===== src/rtl/fifo_pkg.sv =====
// Shared async-FIFO definitions: default geometry, default almost-full
// threshold and a width-generic binary-to-Gray helper.
package fifo_pkg;

    localparam int ADDRSIZE_DEF  = 4;
    localparam int DEPTH_DEF     = 2 ** ADDRSIZE_DEF;
    localparam int AFULL_RST_DEF = 12;

    // Wide enough for the largest legal pointer (ADDRSIZE = 12 -> 13 bits);
    // callers zero-extend on the way in and truncate on the way out.
    localparam int GRAY_MAX_W = 16;

    function automatic logic [GRAY_MAX_W-1:0] bin2gray(input logic [GRAY_MAX_W-1:0] bin);
        return bin ^ (bin >> 1);
    endfunction

endpackage


===== src/rtl/gray2bin.sv =====
// Combinational Gray-to-binary converter; each binary bit is the XOR of all
// Gray bits at or above it. Shared by the write and read pointer blocks.
module gray2bin #(
    parameter int N = 5
) (
    input  logic [N-1:0] gray,
    output logic [N-1:0] bin
);

    // A reduction over the upper slice avoids a self-referencing ripple chain.
    for (genvar i = 0; i < N; i++) begin : g_bit
        assign bin[i] = ^gray[N-1:i];
    end

endmodule


===== src/rtl/wptr_full_lvl.sv =====
// Write-domain pointer/status block for the async FIFO: binary and Gray write
// pointers, full flag, fill level, programmable almost-full and sticky overflow.
module wptr_full_lvl
    import fifo_pkg::*;
#(
    parameter int ADDRSIZE  = ADDRSIZE_DEF,
    parameter int AFULL_RST = AFULL_RST_DEF
) (
    input  logic                wclk,
    input  logic                wrst_n,
    input  logic                winc,
    input  logic [ADDRSIZE:0]   wq2_rptr,
    input  logic [ADDRSIZE:0]   wafull_thr,
    input  logic                wovf_clr,
    output logic [ADDRSIZE-1:0] waddr,
    output logic [ADDRSIZE:0]   wptr,
    output logic                wfull,
    output logic                walmost_full,
    output logic [ADDRSIZE:0]   wlevel,
    output logic                woverflow
);

    localparam int W = ADDRSIZE + 1;

    logic [W-1:0] wbin_q, wbin_d;
    logic [W-1:0] wptr_q, wptr_d;
    logic [W-1:0] wlevel_q, wlevel_d;
    logic         wfull_q, wfull_d;
    logic         wafull_q, wafull_d;
    logic         wovf_q, wovf_d;
    logic [W-1:0] rbin;
    logic         wen;
    logic [31:0]  thr;

    gray2bin #(.N(W)) u_rptr_g2b (
        .gray (wq2_rptr),
        .bin  (rbin)
    );

    // NOTE: every signal assigned here gets a value on every path, so no latch is inferred.
    always_comb begin
        wen    = winc & ~wfull_q;
        wbin_d = wbin_q + {{ADDRSIZE{1'b0}}, wen};
        wptr_d = W'(bin2gray(GRAY_MAX_W'(wbin_d)));

        // Full when the write pointer is one whole lap ahead of the read pointer.
        wfull_d  = (wptr_d == {~wq2_rptr[ADDRSIZE:ADDRSIZE-1], wq2_rptr[ADDRSIZE-2:0]});
        wlevel_d = wbin_d - rbin;

        thr      = (wafull_thr == '0) ? 32'(AFULL_RST) : 32'(wafull_thr);
        wafull_d = ({{(32-W){1'b0}}, wlevel_d} >= thr);

        // Set has priority so a rejected write is never lost to a same-cycle clear.
        if (winc && wfull_q) begin
            wovf_d = 1'b1;
        end else if (wovf_clr) begin
            wovf_d = 1'b0;
        end else begin
            wovf_d = wovf_q;
        end
    end

    // NOTE: state registers use non-blocking assignments so every flop samples pre-edge values.
    always_ff @(posedge wclk) begin
        if (!wrst_n) begin
            wbin_q   <= '0;
            wptr_q   <= '0;
            wlevel_q <= '0;
            wfull_q  <= 1'b0;
            wafull_q <= 1'b0;
            wovf_q   <= 1'b0;
        end else begin
            wbin_q   <= wbin_d;
            wptr_q   <= wptr_d;
            wlevel_q <= wlevel_d;
            wfull_q  <= wfull_d;
            wafull_q <= wafull_d;
            wovf_q   <= wovf_d;
        end
    end

    assign waddr        = wbin_q[ADDRSIZE-1:0];
    assign wptr         = wptr_q;
    assign wfull        = wfull_q;
    assign walmost_full = wafull_q;
    assign wlevel       = wlevel_q;
    assign woverflow    = wovf_q;

endmodule


===== config.mk =====
export PLATFORM = sky130hd
export DESIGN_NAME = wptr_full_lvl
export DESIGN_NICKNAME = d
export VERILOG_FILES = /design/src/rtl/fifo_pkg.sv /design/src/rtl/gray2bin.sv /design/src/rtl/wptr_full_lvl.sv
export SDC_FILE = /design/constraint.sdc
export NUM_CORES = 1
export LEC_CHECK = 0
export CORE_MARGIN = 4
export CORE_UTILIZATION = 46
export CTS_BUF_LIST = sky130_fd_sc_hd__clkbuf_16
export CTS_CLUSTER_DIAMETER = 150
export DETAILED_ROUTE_END_ITERATION = 8
export PLACE_DENSITY = 0.86
export SLEW_MARGIN = 30
export SYNTH_ARGS = -nofsm -noshare
export SYNTH_HDL_FRONTEND = slang
export SYNTH_SLANG_ARGS = --single-unit
export TNS_END_PERCENT = 30

===== constraint.sdc =====
create_clock -name wclk -period 3.3 [get_ports wclk]
set_input_delay 0.66 -clock wclk [delete_from_list [all_inputs] [get_ports wclk]]
set_output_delay 0.66 -clock wclk [all_outputs]
set_load 0.01 [all_outputs]

; ---- Yosys cells after proc, flatten, opt, wreduce, memory -nomap -nowiden
; Cells that the tools add are included.
[word_totals]
reg_bits = 18
inputBits = 14
word_cells = 24
[classes]
addsub = 2
order_cmp = 1
n_eq_ne = 1
muxes = 3
bitwise = 4
reduce_logical = 7
[op_table]
columns = op, count
row1 = 5-bit by 1-bit adder with 5-bit output, 1
row2 = 5-bit == test, 1
row3 = 5-bit greater-or-equal comparator, 1
row4 = 5-bit logical NOT, 1
row5 = 5-bit two-way mux, 1
row6 = 5-bit parity, 1
row7 = 5-bit subtractor, 1
row8 = 5-bit by 4-bit XOR with 5-bit output, 1
row9 = 4-bit parity, 1
row10 = 3-bit parity, 1
row11 = 1-bit two-way mux, 2
row12 = 2-bit inverter, 1
row13 = 2-bit nonzero test, 1
row14 = 2-bit parity, 1
row15 = 1-bit bitwise AND, 1
row16 = 1-bit logical AND, 1
row17 = 1-bit inverter, 1

; ---- Depth between registers and ports, before layout
[depth]
word_depth = 5
mapped_depth = 13
mapped_depth_nobuf = 13

; ---- By module
; From an unflattened synthesis, not the netlist that was laid out.
[unflattened]
hier_cells = 100
hier_area_um2 = 996.0
[by_module_without_submodules]
columns = mod, n_inst, cells_each, area_each_um2
row1 = wptr_full_lvl, 1, 94, 923.4
row2 = gray2bin, 1, 6, 72.6

; ---- Worst setup path before layout
; Ideal clock, no wire load.
[synth_timing]
path_kind = input to register
startpoint = input port wq2_rptr[4]
endpoint = register wafull_q (netlist: walmost_full)
t_arrival_ps = 2889
t_required_ps = 3185
slack_ps = 296
cell_stages = 13
path_cell_list = xnor3_2 -> xor2_2 -> xnor2_1 -> ha_1 -> inv_1 -> ha_1 -> a21oi_1 -> xnor2_1 -> ha_1 -> a21o_1 -> a21o_1 -> a21oi_1 -> nor2b_1
[synth_via]
elab_chain_len = 3
[synth_lines]
columns = item, line_no
row1 = "start, declared", wptr_full_lvl.sv:12  ; input logic [ADDRSIZE:0] wq2_rptr,
row2 = 5-bit parity (tied with other cells), gray2bin.sv:12  ; assign bin[i] = ^gray[N-1:i];
row3 = 5-bit subtractor (*), wptr_full_lvl.sv:48  ; wlevel_d = wbin_d - rbin;
row4 = named net wlevel_d[2], wptr_full_lvl.sv:27  ; logic [W-1:0] wlevel_q, wlevel_d;
row5 = 5-bit greater-or-equal comparator (*), wptr_full_lvl.sv:51  ; wafull_d = ({{(32-W){1'b0}}, wlevel_d} >= thr);
row6 = "end signal, assigned", wptr_full_lvl.sv:77  ; wafull_q <= wafull_d;
row7 = "end, declared", wptr_full_lvl.sv:29  ; logic wafull_q, wafull_d;
; Mark *: on every way through the listed nets, which the timed path passes. The rest lies on a longest branch.
; A chain may end at the register's enable or synchronous reset.

; ---- Final worst setup path
[layout_timing]
startpoint = input port winc
endpoint = register wafull_q (netlist: walmost_full)
[layout_via]
elab_chain_len = 4
[layout_lines]
columns = item, line_no
row1 = "start, declared", wptr_full_lvl.sv:11  ; input logic winc,
row2 = 1-bit bitwise AND, wptr_full_lvl.sv:42  ; wen = winc & ~wfull_q;
row3 = 5-bit by 1-bit adder with 5-bit output, wptr_full_lvl.sv:43  ; wbin_d = wbin_q + {{ADDRSIZE{1'b0}}, wen};
row4 = 5-bit subtractor, wptr_full_lvl.sv:48
row5 = named net wlevel_d[4], wptr_full_lvl.sv:27
row6 = 5-bit greater-or-equal comparator, wptr_full_lvl.sv:51
; The timed path passes the listed nets, and every way through them passes these cells.

==> results.ini <==
[status]
status=finished clean

[route]
wirelength_mm=2.27
drt_iter0_markers=6
wl_per_cell_um=12.6
route.detailed.drc=0
vias=857
viasPerCell=4.76
firstDrtPassIters=3
ant_nets=0

[pwr]
p_leak_uw=0.000720
power_uw=809
seq_power_share_pct=29.8
p_int_uw=588
combinationalPowerShare_pct=41.1
clockPowerShare_pct=29.2
swShare_pct=27.3
pwr_density_cell_nw_per_um2=508
p_sw_uw=221
irDropWorstVdd_uv=372

[critical_path]
crit_family=adder cells
cp-end-kind=flip-flop
start_kind=input pin
critPathKind=in2reg
critical_path_arrival_ns=3.31
critical_path.cell_chain=clkdlybuf4s50_1 -> nor2b_2 -> ha_1 -> ha_4 -> inv_1 -> xnor2_1 -> ha_1 -> a21oi_2 -> buf_4 -> o31ai_2 -> xnor2_1 -> ha_1 -> a21oi_1 -> nor2b_1
cpMostUsedCell=ha_1
r2r-start=wfull
cp.required_ns=3.44
critical_path_buf_inv_count=3
reg2reg_depth=13
worstReg2RegEnd=walmost_full
cp_slowest_stage_delay_ns=0.42
slowest_stage=clkdlybuf4s50_1
cp_max_fo=2
reg2reg_slack_ns=0.72

[clock_tree]
clkTransAtPathRegs_ns=0.05
holdBufCountCts=0
cts_tree=built
clkSinkCount=17
clkLatencyLatePin_ns=0.24
cts_root_buf=clkbuf_16
cts_buffers=3
clk_path_buf_depth=2
h-tree-depth=1

[final_layout]
area_growth_pct=55.3
final_cell_mix=27 x clkdlybuf4s50_1, 19 x buf_4, 17 x dfxtp_1
stdcell_area_sq_um=1590
layout.cells.most_common=clkdlybuf4s50_1
layout.nets=180
diodes=0
layout-drive-gt1-share_pct=21.6
nFillCells=139

[min_path]
min_path_cells=2
whs_endpoint=woverflow
min_from=woverflow
worst_hold_path_type=reg2reg

[sta]
post-route-min-period_ns=3.17
fmax_ghz=0.316
final_hold_viol_count=0
finClkSkew_ns=0.00237
slew_violations=0
relSlewSlack_pct=69.2
hold_slack_ns=0.476
final.period_utilization_pct=96.0
rsz0062_at_grt=false
finalSetupViolations=0
tightest_slew_ns=0.461

[grt]
grt.overflow.total=0
grt_max_degree=18
grt_pass1_wl_mm=3.66
grt_pass1_vias=837
antenna_found_initial=0
grt_usage_pct=15.2

[logic_synthesis]
syn_inst=102
synth_cell_types=27
synth_fp_nets=128
ys_ff_latch=17
async_flop_share_pct=0
seq_area_frac_synth_pct=33.2
yosys_warnings=0
synth_ff_type=dfxtp_1
avgSynthCellArea_sq_um=10.0
synth_edf_count=0
netlist_area_sq_um=1020

[place]
dpl_cell_area_sq_um=1480
io_buffers=30
dp_hpwl_mm=1.81
gp_congestion=0.801

[floorplanning]
initial_core_util_pct=50.2
core_area_sq_um=2040
die_w_um=55.2
rows=16
dieArea_sq_um=3050
die_h_um=55.2
pin_count=31

[run]
drv_cap=0

[logic make-up after synthesis]
kind of cell	share of synthesized area, %
buf+inv	3.30
xor+xnor	23.6
compound gates	8.30
flops	33.2
fa+ha+maj	14.7
simple gates	17.0
[layer usage]
metal  routed length, um  share of wire [%]  track usage [%]  up-vias
li1                    -                  -                -      438
met1                 914                 40             17.0      391
met2                1200                 53             27.9       23
met3                 104                4.6             1.86        5
met4                  52                2.3             7.29        0
met5                   0                  0                0        -
[worst min-delay path, stage by stage, from the launching register on]
cell	delay, ns
dfxtp_1	0.30
nand2b_1	0.06
a21boi_0	0.06
[how the worst max path moves through the flow]
stage	depth (start not counted)	slack, ns	startpoint	end
final	14	0.13	winc	walmost_full
after global routing	13	0.02	winc	walmost_full
after floorplan	13	0.30	wq2_rptr[4]	walmost_full
after CTS	13	0.04	winc	walmost_full
after global placement	13	-0.18	wq2_rptr[4]	walmost_full
after detailed placement	14	-0.30	wq2_rptr[4]	walmost_full
[metrics by stage]
stage               setup slack [ns]  instances  util, %  TNS, ns
finish                         0.131        180     77.9        0
global route                  0.0229        180     77.9        0
CTS                           0.0362        179     76.7        0
detailed placement            -0.302        175     72.6   -0.302
global placement              -0.183        175     72.6   -0.183
floorplan                      0.296        102        -        0
[state kept, by name, indices dropped and copies added (netlist names)]
register and flops:
wfull 1, wbin_q 5, wptr 4, woverflow 1
walmost_full 1, wlevel 5
[cells in the mapped netlist (all sizes together), types with 2 or more instances]
| master | number | area share (%) |
|---|---|---|
| nand2 | 2 | 0.73 |
| nor2b | 4 | 2.4 |
| nand3 | 2 | 0.98 |
| nor2 | 5 | 1.8 |
| a21oi | 4 | 2.0 |
| dfxtp | 17 | 33 |
| ha | 12 | 15 |
| inv | 6 | 2.2 |
| xor2 | 9 | 11 |
| xnor2 | 12 | 10 |
| nand2b | 2 | 1.2 |
| nor4 | 2 | 1.2 |
| and2 | 12 | 7.4 |
| a21o | 3 | 2.2 |
[what timing repair did]
item | 4_1_cts | 5_1_grt
resized for setup | 4 | 4
buffers inserted | 0 | 1
pin swaps | 6 | 4
gates cloned | 0 | 0
endpoints found under the setup margin | 1 | 1
[final cells by class]
type                    count  area, sq um  share of cell area, %
multi-input cells          77          672                   42.2
repair buffers             49          443                   27.8
flip-flops and latches     17          340                   21.4
clock buffers               3         75.1                   4.72
well taps                  27         33.8                   2.12
inverters                   6         22.5                   1.42
clock inverters             1         5.00                  0.314
[power groups by stage]
stage                     logic [uW]  registers (uW)  clock network (uW)
after floorplan                  153             258                   0
after global placement           301             243                   0
after detailed placement         314             244                   0
after CTS                        323             240                 237
after global routing             364             243                 246
final                            332             241                 236
(Power assumes the default switching activity.)
